<file path="src/rtl/yuv2rgb_pkg.sv">
// rtl/yuv2rgb_pkg.sv - shared constants, FSM states and clamp helper for yuv2rgb_iter
package yuv2rgb_pkg;

  localparam int DEF_BITS = 9;
  localparam int DEF_ACCW = 18;
  localparam int DEF_FRAC = 7;
  localparam int OFFSET   = 128;

  // Q2.7 coefficients, scaled by 128
  localparam logic signed [8:0] CRV = 9'sd179;
  localparam logic signed [8:0] CGU = 9'sd44;
  localparam logic signed [8:0] CGV = 9'sd91;
  localparam logic signed [8:0] CBU = 9'sd227;

  typedef enum logic [2:0] {IDLE, OFFS, M0, M1, M2, M3, OUT} state_t;

  function automatic logic [7:0] clamp8(input int v);
    if (v < 0) return 8'd0;
    else if (v > 255) return 8'd255;
    else return v[7:0];
  endfunction

endpackage

</file>
<file path="src/rtl/yuv2rgb_ctrl.sv">
// rtl/yuv2rgb_ctrl.sv - sequencing FSM for the shared-multiplier YUV to RGB converter
module yuv2rgb_ctrl
  import yuv2rgb_pkg::*;
(
  input  logic       clk,
  input  logic       reset,
  input  logic       start,
  output logic       capture,
  output logic       acc_load,
  output logic       mac_en,
  output logic [1:0] step,
  output logic       out_load,
  output logic       busy,
  output logic       done
);

  state_t state;

  assign capture = start && (state == IDLE);

  // Strobes are registered one state ahead so they are aligned with the state they serve.
  always_ff @(posedge clk or posedge reset) begin
    if (reset) begin
      state    <= IDLE;
      acc_load <= 1'b0;
      mac_en   <= 1'b0;
      step     <= 2'd0;
      out_load <= 1'b0;
      busy     <= 1'b0;
      done     <= 1'b0;
    end else begin
      acc_load <= 1'b0;
      mac_en   <= 1'b0;
      out_load <= 1'b0;
      done     <= 1'b0;
      case (state)
        IDLE: if (start) begin
          state    <= OFFS;
          busy     <= 1'b1;
          acc_load <= 1'b1;
        end
        OFFS: begin state <= M0; mac_en <= 1'b1; step <= 2'd0; end
        M0:   begin state <= M1; mac_en <= 1'b1; step <= 2'd1; end
        M1:   begin state <= M2; mac_en <= 1'b1; step <= 2'd2; end
        M2:   begin state <= M3; mac_en <= 1'b1; step <= 2'd3; end
        M3:   begin state <= OUT; busy <= 1'b0; out_load <= 1'b1; end
        OUT:  begin state <= IDLE; done <= 1'b1; end
        default: begin state <= IDLE; busy <= 1'b0; end
      endcase
    end
  end

endmodule

</file>
<file path="src/rtl/yuv2rgb_iter.sv">
// rtl/yuv2rgb_iter.sv - iterative YUV to RGB converter, one shared multiplier per pixel
module yuv2rgb_iter
  import yuv2rgb_pkg::*;
#(
  parameter int BITS = DEF_BITS,
  parameter int ACCW = DEF_ACCW,
  parameter int FRAC = DEF_FRAC
) (
  input  logic            clk,
  input  logic            reset,
  input  logic            start,
  input  logic [BITS-1:0] inportY,
  input  logic [BITS-1:0] inportU,
  input  logic [BITS-1:0] inportV,
  output logic            busy,
  output logic            done,
  output logic [BITS-1:0] outportR,
  output logic [BITS-1:0] outportG,
  output logic [BITS-1:0] outportB
);

  logic                   capture, acc_load, mac_en, out_load;
  logic [1:0]             step;
  logic [BITS-1:0]        y_r, u_r, v_r;
  logic signed [BITS-1:0] du, dv, mul_a;
  logic signed [8:0]      mul_c;
  logic signed [ACCW-1:0] acc_r, acc_g, acc_b, prod, base;

  yuv2rgb_ctrl u_ctrl (
    .clk(clk), .reset(reset), .start(start), .capture(capture),
    .acc_load(acc_load), .mac_en(mac_en), .step(step),
    .out_load(out_load), .busy(busy), .done(done)
  );

  always_comb begin
    mul_a = dv;
    mul_c = CRV;
    case (step)
      2'd0: begin mul_a = dv; mul_c = CRV; end
      2'd1: begin mul_a = du; mul_c = CGU; end
      2'd2: begin mul_a = dv; mul_c = CGV; end
      2'd3: begin mul_a = du; mul_c = CBU; end
      default: ;
    endcase
  end

  assign prod = ACCW'(mul_a) * ACCW'(mul_c);
  // Luma in Q.7 plus half an LSB so the final arithmetic shift rounds to nearest.
  assign base = (ACCW'(y_r) << FRAC) + (ACCW'(1) << (FRAC - 1));

  always_ff @(posedge clk or posedge reset) begin
    if (reset) begin
      y_r <= '0; u_r <= '0; v_r <= '0;
      du <= '0; dv <= '0;
      acc_r <= '0; acc_g <= '0; acc_b <= '0;
      outportR <= '0; outportG <= '0; outportB <= '0;
    end else begin
      if (capture) begin
        y_r <= inportY;
        u_r <= inportU;
        v_r <= inportV;
      end
      if (acc_load) begin
        du    <= $signed(u_r - BITS'(OFFSET));
        dv    <= $signed(v_r - BITS'(OFFSET));
        acc_r <= base;
        acc_g <= base;
        acc_b <= base;
      end
      if (mac_en) begin
        case (step)
          2'd0: acc_r <= acc_r + prod;
          2'd1: acc_g <= acc_g - prod;
          2'd2: acc_g <= acc_g - prod;
          2'd3: acc_b <= acc_b + prod;
          default: ;
        endcase
      end
      if (out_load) begin
        outportR <= BITS'(clamp8(int'(acc_r >>> FRAC)));
        outportG <= BITS'(clamp8(int'(acc_g >>> FRAC)));
        outportB <= BITS'(clamp8(int'(acc_b >>> FRAC)));
      end
    end
  end

endmodule

</file>
<file path="config.mk">
export PLATFORM = sky130hd
export DESIGN_NAME = yuv2rgb_iter
export DESIGN_NICKNAME = d
export VERILOG_FILES = /design/src/rtl/yuv2rgb_pkg.sv /design/src/rtl/yuv2rgb_ctrl.sv /design/src/rtl/yuv2rgb_iter.sv
export SDC_FILE = /design/constraint.sdc
export NUM_CORES = 1
export LEC_CHECK = 0
export CORE_MARGIN = 3
export CORE_UTILIZATION = 50
export DETAILED_ROUTE_END_ITERATION = 10
export PLACE_DENSITY_LB_ADDON = 0.08
export SYNTH_ARGS = -nofsm -noshare
export SYNTH_HDL_FRONTEND = slang
export SYNTH_HIERARCHICAL = 1
export SYNTH_SLANG_ARGS = --single-unit
</file>
<file path="constraint.sdc">
create_clock -name clk -period 18.03 [get_ports clk]
set_input_delay 3.606 -clock clk [delete_from_list [all_inputs] [get_ports clk]]
set_output_delay 3.606 -clock clk [all_outputs]
set_load 0.05 [all_outputs]
</file>
# --- Yosys cells after proc, flatten, opt, wreduce, memory -nomap -nowiden ---
# Index checks and enable logic that the tools add are counted.
op_classes:
  mux: 27
  n_bitwise: 1
  magnitude_cmp: 6
  div_mod_pow: 0
  reduce_logical: 10
  n_eq_ne: 10
  add_sub_neg: 6
  n_shift: 0
  multipliers: 1
ops:
  columns: ["operator", "n"]
  rows:
  - ["18-bit 2-to-1 mux", 9]
  - ["8-bit 2-to-1 mux", 6]
  - ["18-bit adder", 2]
  - ["9-bit one-hot mux with 4 select lines", 1]
  - ["11-bit by 9-bit greater-than comparator with 1-bit output (second input constant)", 3]
  - ["11-bit by 1-bit < comparator with 1-bit output (second input constant)", 3]
  - ["9-bit by 9-bit multiplier with 18-bit output", 1]
  - ["3-bit one-hot mux with 6 select lines", 1]
  - ["9-bit one-hot mux with 2 select lines", 1]
  - ["18-bit subtractor", 1]
  - ["9-bit by 8-bit subtractor with 9-bit output (second input constant)", 2]
  - ["16-bit by 7-bit adder with 17-bit output (second input constant)", 1]
  - ["3-bit == test (second input constant)", 3]
  - ["2-bit one-hot mux with 4 select lines", 1]
  - ["3-bit by 2-bit == test with 1-bit output (second input constant)", 2]
  - ["1-bit 2-to-1 mux", 6]
  - ["2-bit OR reduction", 3]
  - ["5-bit OR reduction", 1]
  - ["2-bit == test (second input constant)", 2]
  - ["4-bit nonzero test", 1]
  - ["4-bit OR reduction", 1]
  - ["3-bit by 1-bit == test with 1-bit output (second input constant)", 1]
  - ["3-bit zero test", 1]
  - ["3-bit 2-to-1 mux", 1]
  - ["7 further kinds", 7]
word_totals:
  output_inout_bits: 29
  latchBits: 0
  register_bits: 133
  romBits: 0
  ram_bits: 0
  n_memories: 0

# --- Logic depth before layout (Yosys ltp) ---
# Gate-level depths: netlist of run 1.
depth:
  depth_word: 7
  mapped_depth: 33

# --- Modules after synthesis ---
# Netlist of run 1, hierarchy kept.
modules_own_cells:
  columns: ["module", "n_inst", "cells_each", "area_each_um2"]
  rows:
  - ["yuv2rgb_iter", 1, 1119, 10516.3]
  - ["yuv2rgb_ctrl", 1, 34, 459.2]

# --- Worst setup path before layout of run 1 ---
# Ideal clock, no wire load.
synth_timing:
  path_type: "reg2reg"
  from: "register u_ctrl.step[1]"
  to: "register acc_g[17]"
  stages_incl_launch_ff: 31
  path_buffers: 1
  synth_period_minus_slack_ns: 7.083
  setup_slack_ns: 10.947
  t_arrival_ns: 7.003
  cell_sequence: "dfrtp_1 > inv_1 > ha_1 > nor2_1 > buf_1 > mux2i_1 > or2_2 > fa_1 > inv_1 > fa_1 > ha_1 > inv_1 > fa_1 > fa_1 > nor2b_1 > o21ai_1 > a21boi_1 > o21ai_1 > a21oi_1 > a21oi_1 > xnor2_1 > inv_1 > ha_1 > or2_1 > and3_1 > a32oi_1 > o21ai_1 > a221oi_1 > o21ai_1 > mux2i_1 > mux2i_1"
synth_via:
  elab_chain_len: 7
synth_rtl:
  columns: ["item", "line", "source"]
  rows:
  - ["start, declared", "yuv2rgb_ctrl.sv:11", "output logic [1:0] step,"]
  - ["start signal, assigned", "yuv2rgb_ctrl.sv:27", "step <= 2'd0;"]
  - ["start signal, assigned", "yuv2rgb_ctrl.sv:42", "OFFS: begin state <= M0; mac_en <= 1'b1; step <= 2'd0; end"]
  - ["start signal, assigned", "yuv2rgb_ctrl.sv:43", "M0: begin state <= M1; mac_en <= 1'b1; step <= 2'd1; end"]
  - ["2-bit == test, or another cell as far along", "yuv2rgb_iter.sv:38", "case (step)"]
  - ["2-bit OR reduction (no source line)", null, null]
  - ["9-bit one-hot mux with 2 select lines", "yuv2rgb_iter.sv:38", null]
  - ["9-bit by 9-bit multiplier with 18-bit output", "yuv2rgb_iter.sv:47", "assign prod = ACCW'(mul_a) * ACCW'(mul_c);"]
  - ["18-bit subtractor", "yuv2rgb_iter.sv:73, yuv2rgb_iter.sv:74", null]
  - ["18-bit 2-to-1 mux *", null, null]
  - ["18-bit 2-to-1 mux *", "yuv2rgb_iter.sv:70", "if (mac_en) begin"]
  - ["end signal, assigned", "yuv2rgb_iter.sv:67", "acc_g <= base;"]
  - ["end signal, assigned", "yuv2rgb_iter.sv:73", "2'd1: acc_g <= acc_g - prod;"]
  - ["end signal, assigned", "yuv2rgb_iter.sv:74", "2'd2: acc_g <= acc_g - prod;"]
  - ["end, declared", "yuv2rgb_iter.sv:27", "logic signed [ACCW-1:0] acc_r, acc_g, acc_b, prod, base;"]
# Mark *: on every way between the ends. The rest lies on a longest branch, timed or not. The select of a mux whose other input is x is not followed.
# A chain may end at the register's enable or synchronous reset.

# --- Worst setup path after layout of run 1 ---
# Ends and elaborated chain as after synthesis.

==> results.txt, run 1 <==
TNS Setup: 0 ns
vias in the first global route: 7,899
RSZ-0062 raised after global routing: no
grt ovf: 0
list of most frequent post-synthesis cells: dfrtp_1, inv_1, nor2_1, ha_1, mux2_2
First-pass DRT Iterations: 5
PortBufs: 55
clock tree sinks: 133
synth top area cells: dfrtp_1, fa_1, ha_1
Hold WS: 0.502 ns
Warnings, synthesis: 6
DR DRC count: 0
GR Util All Layers: 21.8%
Max Slew Vio Count: 0
CP arrival: 8.65 ns
largest net degree at the start of global routing: 80
Slew @ Worst Pin: 1.06 ns
Die Area: 23,800 sq um
TritonCTS buffer count: 17
Nets: 1,377
Clk Latency, worst-skew pair: 0.43 ns
final setup vio count: 0
Hold Violations, Final: 0
hold depth: 1
initial antenna violation count: 0
Worst path max stage delay: 0.87 ns
Post-synth EDFFs: 0
Post-Place Setup Slack: 9.76 ns
IO Pins: 59
ANT cells: 0
Max Freq: 120 MHz
ys flop type: dfrtp_1
antenna-violating nets left: 0
DR WL/cell: 17.0 microns
Yosys reg bits: 133
Levels on crit path: 29
Min-Delay Path Class: flip-flop to flip-flop
Layout area overhead: 12.2%
Worst Path Buf+Inv: 4
clk buf depth: 2
sequential area share after synthesis: 30.3%
cells after synthesis: 1,153
Crit Path Category: flip-flop to flip-flop
Post-CTS Setup Repair Bufs: 0
relative slew slack: 29.1%
final critical-path setup slack: 9.72 ns
RePlAce Congestion: 0.888
Critical Path End Type: flip-flop
Initial Util: 51.6%
CTS clock-pin slew for the worst setup and hold paths: 0.07 ns
skew final: 0.0138 ns
clk root buf: clkbuf_16
H-tree lvl count: 4
Die Wd: 154 microns
ys async rst share: 100%
core area: 21,300 sq um
Setup crit start kind: flip-flop
maximum capacitance violations: 0
count leader, synth: dfrtp_1
Syn Area/Cell: 9.52 sq um
share of the synthesized area in the top cell type: 30.3%
Cell Area, Synth: 11,000 sq um
DR vias: 8,112
Worst path top cell family by delay: adder cells
slowest cell on the critical path: nor2_1
Final Core Density: 57.8%
fill cell total of the finished layout: 1,890
TritonCTS clock tree: built
Vias/cell: 5.49
Worst Path Max Fanout: 12
Row Count: 53
Detailed Place HPWL: 19,300 microns
post-CTS sizing: 0
share of cells above drive strength 1: 11.6%
First DRT Iteration DRCs: 480
routed wire length: 25,000 microns
Period Utilization, post-route: 46.1%
Tmin final: 8.31 ns
Hold Buf Count CTS: 0
Worst EP required: 18.37 ns
Yosys top cell by area: dfrtp_1
Synth cell types: 71
Reg2Reg Depth: 29
status: finished, final reports clean
first-pass GRT wire length: 41,700 microns
Die Ht: 154 microns
area by class of cell:
| type | instances | area [sq um] | area share, % |
|---|---|---|---|
| Clock buffer | 17 | 425 | 3.46 |
| Sequential cell | 133 | 3330 | 27.0 |
| Tap cell | 275 | 344 | 2.79 |
| Timing Repair Buffer | 60 | 588 | 4.78 |
| Inverter | 131 | 494 | 4.01 |
| Multi-Input combinational cell | 847 | 6960 | 56.5 |
| Clock inverter | 14 | 170 | 1.38 |
worst reg2reg max path, delay by kind of cell (launching register included):
| family | cells | cell delay (ns) |
|---|---|---|
| multiplexers | 3 | 0.79 |
| buffers and inverters | 4 | 0.30 |
| XOR/XNOR | 1 | 0.30 |
| flip-flops | 1 | 0.43 |
| AO/OA/AOI/OAI | 9 | 1.59 |
| AND/OR/NAND/NOR | 5 | 1.87 |
| adder cells (fa/ha/maj) | 7 | 2.95 |
layer usage:
layer,vias up,wire (microns),track usage [%]
met2,172,11400,34.3
met3,28,1110,3.77
met4,0,397,4.92
li1,3953,-,-
met1,3959,12100,31.8
met5,-,0,0
state kept, by name, indices dropped and copies added, names as in the netlist, 2 cells and up:
name / count
outportB: 8
dv: 9
outportR: 8
u_ctrl/state: 3
acc_b: 18
y_r: 9
du: 9
outportG: 8
u_ctrl/step: 2
acc_g: 18
u_r: 9
acc_r: 18
v_r: 9
final timing paths:
kind | startpoint | endpoint | slack, ns
hold / removal | u_r[5]$_DFFE_PP0P_ | du[5]$_DFFE_PP0P_ | 0.50
hold reg to reg | u_r[5]$_DFFE_PP0P_ | du[5]$_DFFE_PP0P_ | 0.50
setup / recovery | u_ctrl/step[1]$_DFFE_PP0P_ | acc_g[17]$_DFF_PP0_ | 9.72
min in group asynchronous | reset | u_ctrl/done$_DFF_PP0_ | 3.56
max in group asynchronous | reset | u_r[5]$_DFFE_PP0P_ | 12.90
setup reg to reg | u_ctrl/step[1]$_DFFE_PP0P_ | acc_g[17]$_DFF_PP0_ | 9.72
kinds of logic (layout without fill, tap and decap cells):
kind of cell	Yosys count	in the layout	synth area share (%)
AO/OA/AOI/OAI	207	207	12.2
XOR/XNOR	59	59	4.71
adder cells (fa/ha/maj)	157	157	22.1
buffers and inverters	175	222	6.33
flip-flops	133	133	30.3
multiplexers	100	100	9.97
other	1	3	0.0342
AND/OR/NAND/NOR	321	321	14.3
cell usage in the layout, fill, tap and decap left out, types with 4 or more instances in the layout:
| master | instances |
|---|---|
| nand2_1 | 57 |
| mux2i_1 | 28 |
| nor2_1 | 127 |
| nand2b_1 | 22 |
| nor2b_1 | 13 |
| mux2_2 | 71 |
| and2_1 | 7 |
| o211ai_1 | 4 |
| a31oi_1 | 8 |
| xor2_1 | 23 |
| clkdlybuf4s50_1 | 55 |
| a211oi_1 | 10 |
| nand3b_1 | 22 |
| clkinv_4 | 4 |
| clkbuf_16 | 17 |
| o21a_1 | 8 |
| o21ai_1 | 21 |
| or2_2 | 17 |
| xnor2_1 | 36 |
| nand3_1 | 16 |
| fa_1 | 61 |
| a21o_1 | 16 |
| ha_1 | 96 |
| a211o_1 | 6 |
| o31ai_1 | 5 |
| inv_1 | 130 |
| dfrtp_1 | 132 |
| a21oi_1 | 59 |
| o21bai_1 | 5 |
| a21boi_1 | 4 |
| buf_4 | 5 |
| nand4_1 | 4 |
| o21ai_0 | 32 |
| nor3_1 | 17 |
metrics by stage:
stage | area, sq um | cells
after global placement | 11700 | 1446
after floorplan | 11000 | 1155
final | 12300 | 1477
after detailed placement | 11700 | 1446
after global routing | 12300 | 1477
after CTS | 12300 | 1477
Power of run 1 is left out: the tool's default activity adds up to more than one toggle a clock period on the data nets, which glitch-free logic cannot reach.
==> inputs of run 2 (changes only) <==
clock period = 8.52 ns   (was 18.03 ns; I/O delays follow)
==> run 2 against run 1 <==
  * Final area hardly changed
  * Worst hold slack worse by 0.0017 ns
  * Die area stayed put
  * Wire length rose by 0.77%
  * Sequential cell count unchanged
  * Non-clock buffer count increased by 1
  * Register-to-register slack got worse by 9.1 ns
  * Setup slack got worse by 9.1 ns
  * Global-route usage rose by 0.50 points
  * Cell count rose by 0.14%
  * Clock-buffer cell count is 1 higher
  * Core utilization barely moved
  * Critical endpoint unchanged
==> results.txt, run 2 (synthesized netlist as in run 1, its figures left out) <==
Worst Hold End: u_r[0]$_DFFE_PP0P_
Row Count: 53 (unchanged)
Layout area overhead: 12.1% (about the same)
TNS Setup: 0 ns (unchanged)
maximum capacitance violations: 0 (unchanged)
hold path start: u_r[0]$_DFFE_PP0P_
Worst path max stage delay: 0.65 ns (-0.22 ns)
vias in the first global route: 8,164 (+3.4%)
fill cell total of the finished layout: 1,885 (-0.26%)
First DRT Iteration DRCs: 444 (-7.5%)
Detailed Place HPWL: 19,400 microns (+0.63%)
core area: 21,300 sq um (unchanged)
DR WL/cell: 17.1 microns (+0.63%)
Post-Place Setup Slack: 0.611 ns (-9.15 ns)
Worst EP required: 8.88 ns (-9.49 ns)
most common cell after layout, fill and taps aside: dfrtp_1
relative slew slack: 32.7% (+3.6 points)
Initial Util: 51.6% (unchanged)
clock tree sinks: 133 (unchanged)
most frequent cells in the layout: dfrtp_1, inv_1, nor2_1, ha_1, mux2_2
IO Pins: 59 (unchanged)
final critical-path setup slack: 0.610 ns (-9.11 ns)
CP most frequent cell: inv_1
antenna-violating nets left: 0 (unchanged)
Critical Path End Type: flip-flop
CP arrival: 8.27 ns (-0.38 ns)
Slew @ Worst Pin: 1.01 ns (-0.0505 ns)
Setup crit start kind: flip-flop
Reg-to-Reg Start: u_ctrl/step[1]$_DFFE_PP0P_
status: finished, final reports clean
Die Wd: 154 microns (unchanged)
TritonCTS buffer count: 17 (unchanged)
RSZ-0062 raised after global routing: no
RePlAce Congestion: 0.903 (+1.7%)
Tmin final: 7.91 ns (-0.397 ns)
Min-Delay Path Class: flip-flop to flip-flop
clk buf depth: 2 (unchanged)
Die Area: 23,800 sq um (unchanged)
grt ovf: 0 (unchanged)
Max Slew Vio Count: 0 (unchanged)
Worst Path Buf+Inv: 7 (+3)
Sequential Area: 3330 sq um (unchanged)
DR DRC count: 0 (unchanged)
routed wire length: 25,200 microns (+0.77%)
first-pass GRT wire length: 42,500 microns (+1.9%)
TritonCTS clock tree: built
Max Freq: 126 MHz (+5.0%)
ANT cells: 0 (unchanged)
First-pass DRT Iterations: 5 (unchanged)
Multi-input gate area: 6960 sq um (about the same)
largest net degree at the start of global routing: 80 (unchanged)
DR vias: 8,103 (-0.11%)
Worst path top cell family by delay: adder cells
Clk Latency, worst-skew pair: 0.44 ns (about the same)
Die Ht: 154 microns (unchanged)
Crit Path Category: flip-flop to flip-flop
r2r endpoint: acc_g[17]$_DFF_PP0_
share of cells above drive strength 1: 11.8% (+0.23 points)
Nets: 1,378 (+0.073%)
H-tree lvl count: 4 (unchanged)
hold depth: 1 (unchanged)
final setup vio count: 0 (unchanged)
clk root buf: clkbuf_16
slowest cell on the critical path: mux2i_1
Hold Violations, Final: 0 (unchanged)
Reg2Reg Depth: 33 (+14%)
initial antenna violation count: 0 (unchanged)
Period Utilization, post-route: 92.8% (+47 points)
PortBufs: 55 (unchanged)
GR Util All Layers: 22.3% (+0.50 points)
CTS clock-pin slew for the worst setup and hold paths: 0.07 ns (about the same)
Worst Path Max Fanout: 12 (unchanged)
skew final: 0.0151 ns (+0.00128 ns)
R2R setup slack: 0.61 ns (-9.11 ns)
Vias/cell: 5.48 (-0.25%)
Largest regs: acc_b: 18 flops, acc_g: 18 flops, acc_r: 18 flops
## run 2: cell type report
class | count | share of cell area, %
multi-input cells | 847 | 56.6
clock inverters | 14 | 1.10
clock buffers | 18 | 3.57
inverters | 131 | 4.02
well taps | 275 | 2.80
flip-flops and latches | 133 | 27.1
repair buffers | 61 | 4.84
## run 2: repair_timing
action | 4_1_cts | 5_1_grt
hold buffers | 0 | 0
buffers inserted | 0 | 0
gates resized for setup | 0 | 1
setup endpoints to repair | 0 | 1
## run 2: how the worst max path moves through the flow
stage                                     startpoint             endpoint  depth (start not counted)
after floorplan           u_ctrl/step[1]$_DFFE_PP0P_  acc_g[17]$_DFF_PP0_                         30
after global placement    u_ctrl/step[1]$_DFFE_PP0P_  acc_g[17]$_DFF_PP0_                         33
after detailed placement  u_ctrl/step[1]$_DFFE_PP0P_  acc_g[17]$_DFF_PP0_                         33
after CTS                 u_ctrl/step[1]$_DFFE_PP0P_  acc_g[17]$_DFF_PP0_                         33
after global routing      u_ctrl/step[1]$_DFFE_PP0P_  acc_g[17]$_DFF_PP0_                         33
final                     u_ctrl/step[1]$_DFFE_PP0P_  acc_g[17]$_DFF_PP0_                         33
## run 2: metrics by stage
| step | utilization, % | hold slack (ns) | std cells | area (sq um) |
|---|---|---|---|---|
| after floorplan | - | 0.466 | 1155 | 11000 |
| after global placement | 55.1 | 0.488 | 1447 | 11700 |
| after detailed placement | 55.1 | 0.490 | 1447 | 11700 |
| after CTS | 57.8 | 0.502 | 1479 | 12300 |
| after global routing | 57.8 | 0.524 | 1479 | 12300 |
| final | 57.8 | 0.501 | 1479 | 12300 |
## run 2: layer usage
metal | track usage (%) | up-vias | wire length, microns
li1 | - | 3965 | -
met5 | 0 | - | 0
met4 | 6.35 | 0 | 446
met2 | 35.1 | 160 | 11600
met1 | 31.8 | 3945 | 12100
met3 | 3.97 | 33 | 1120
Power of run 2 is left out for the same reason.
==> inputs of run 3 (changes only) <==
ABC_AREA = 0   (was unset)
==> results of run 3 <==
Final layout, timing and power as in run 2 (identical DEF).
Power of run 3 is left out for the same reason.
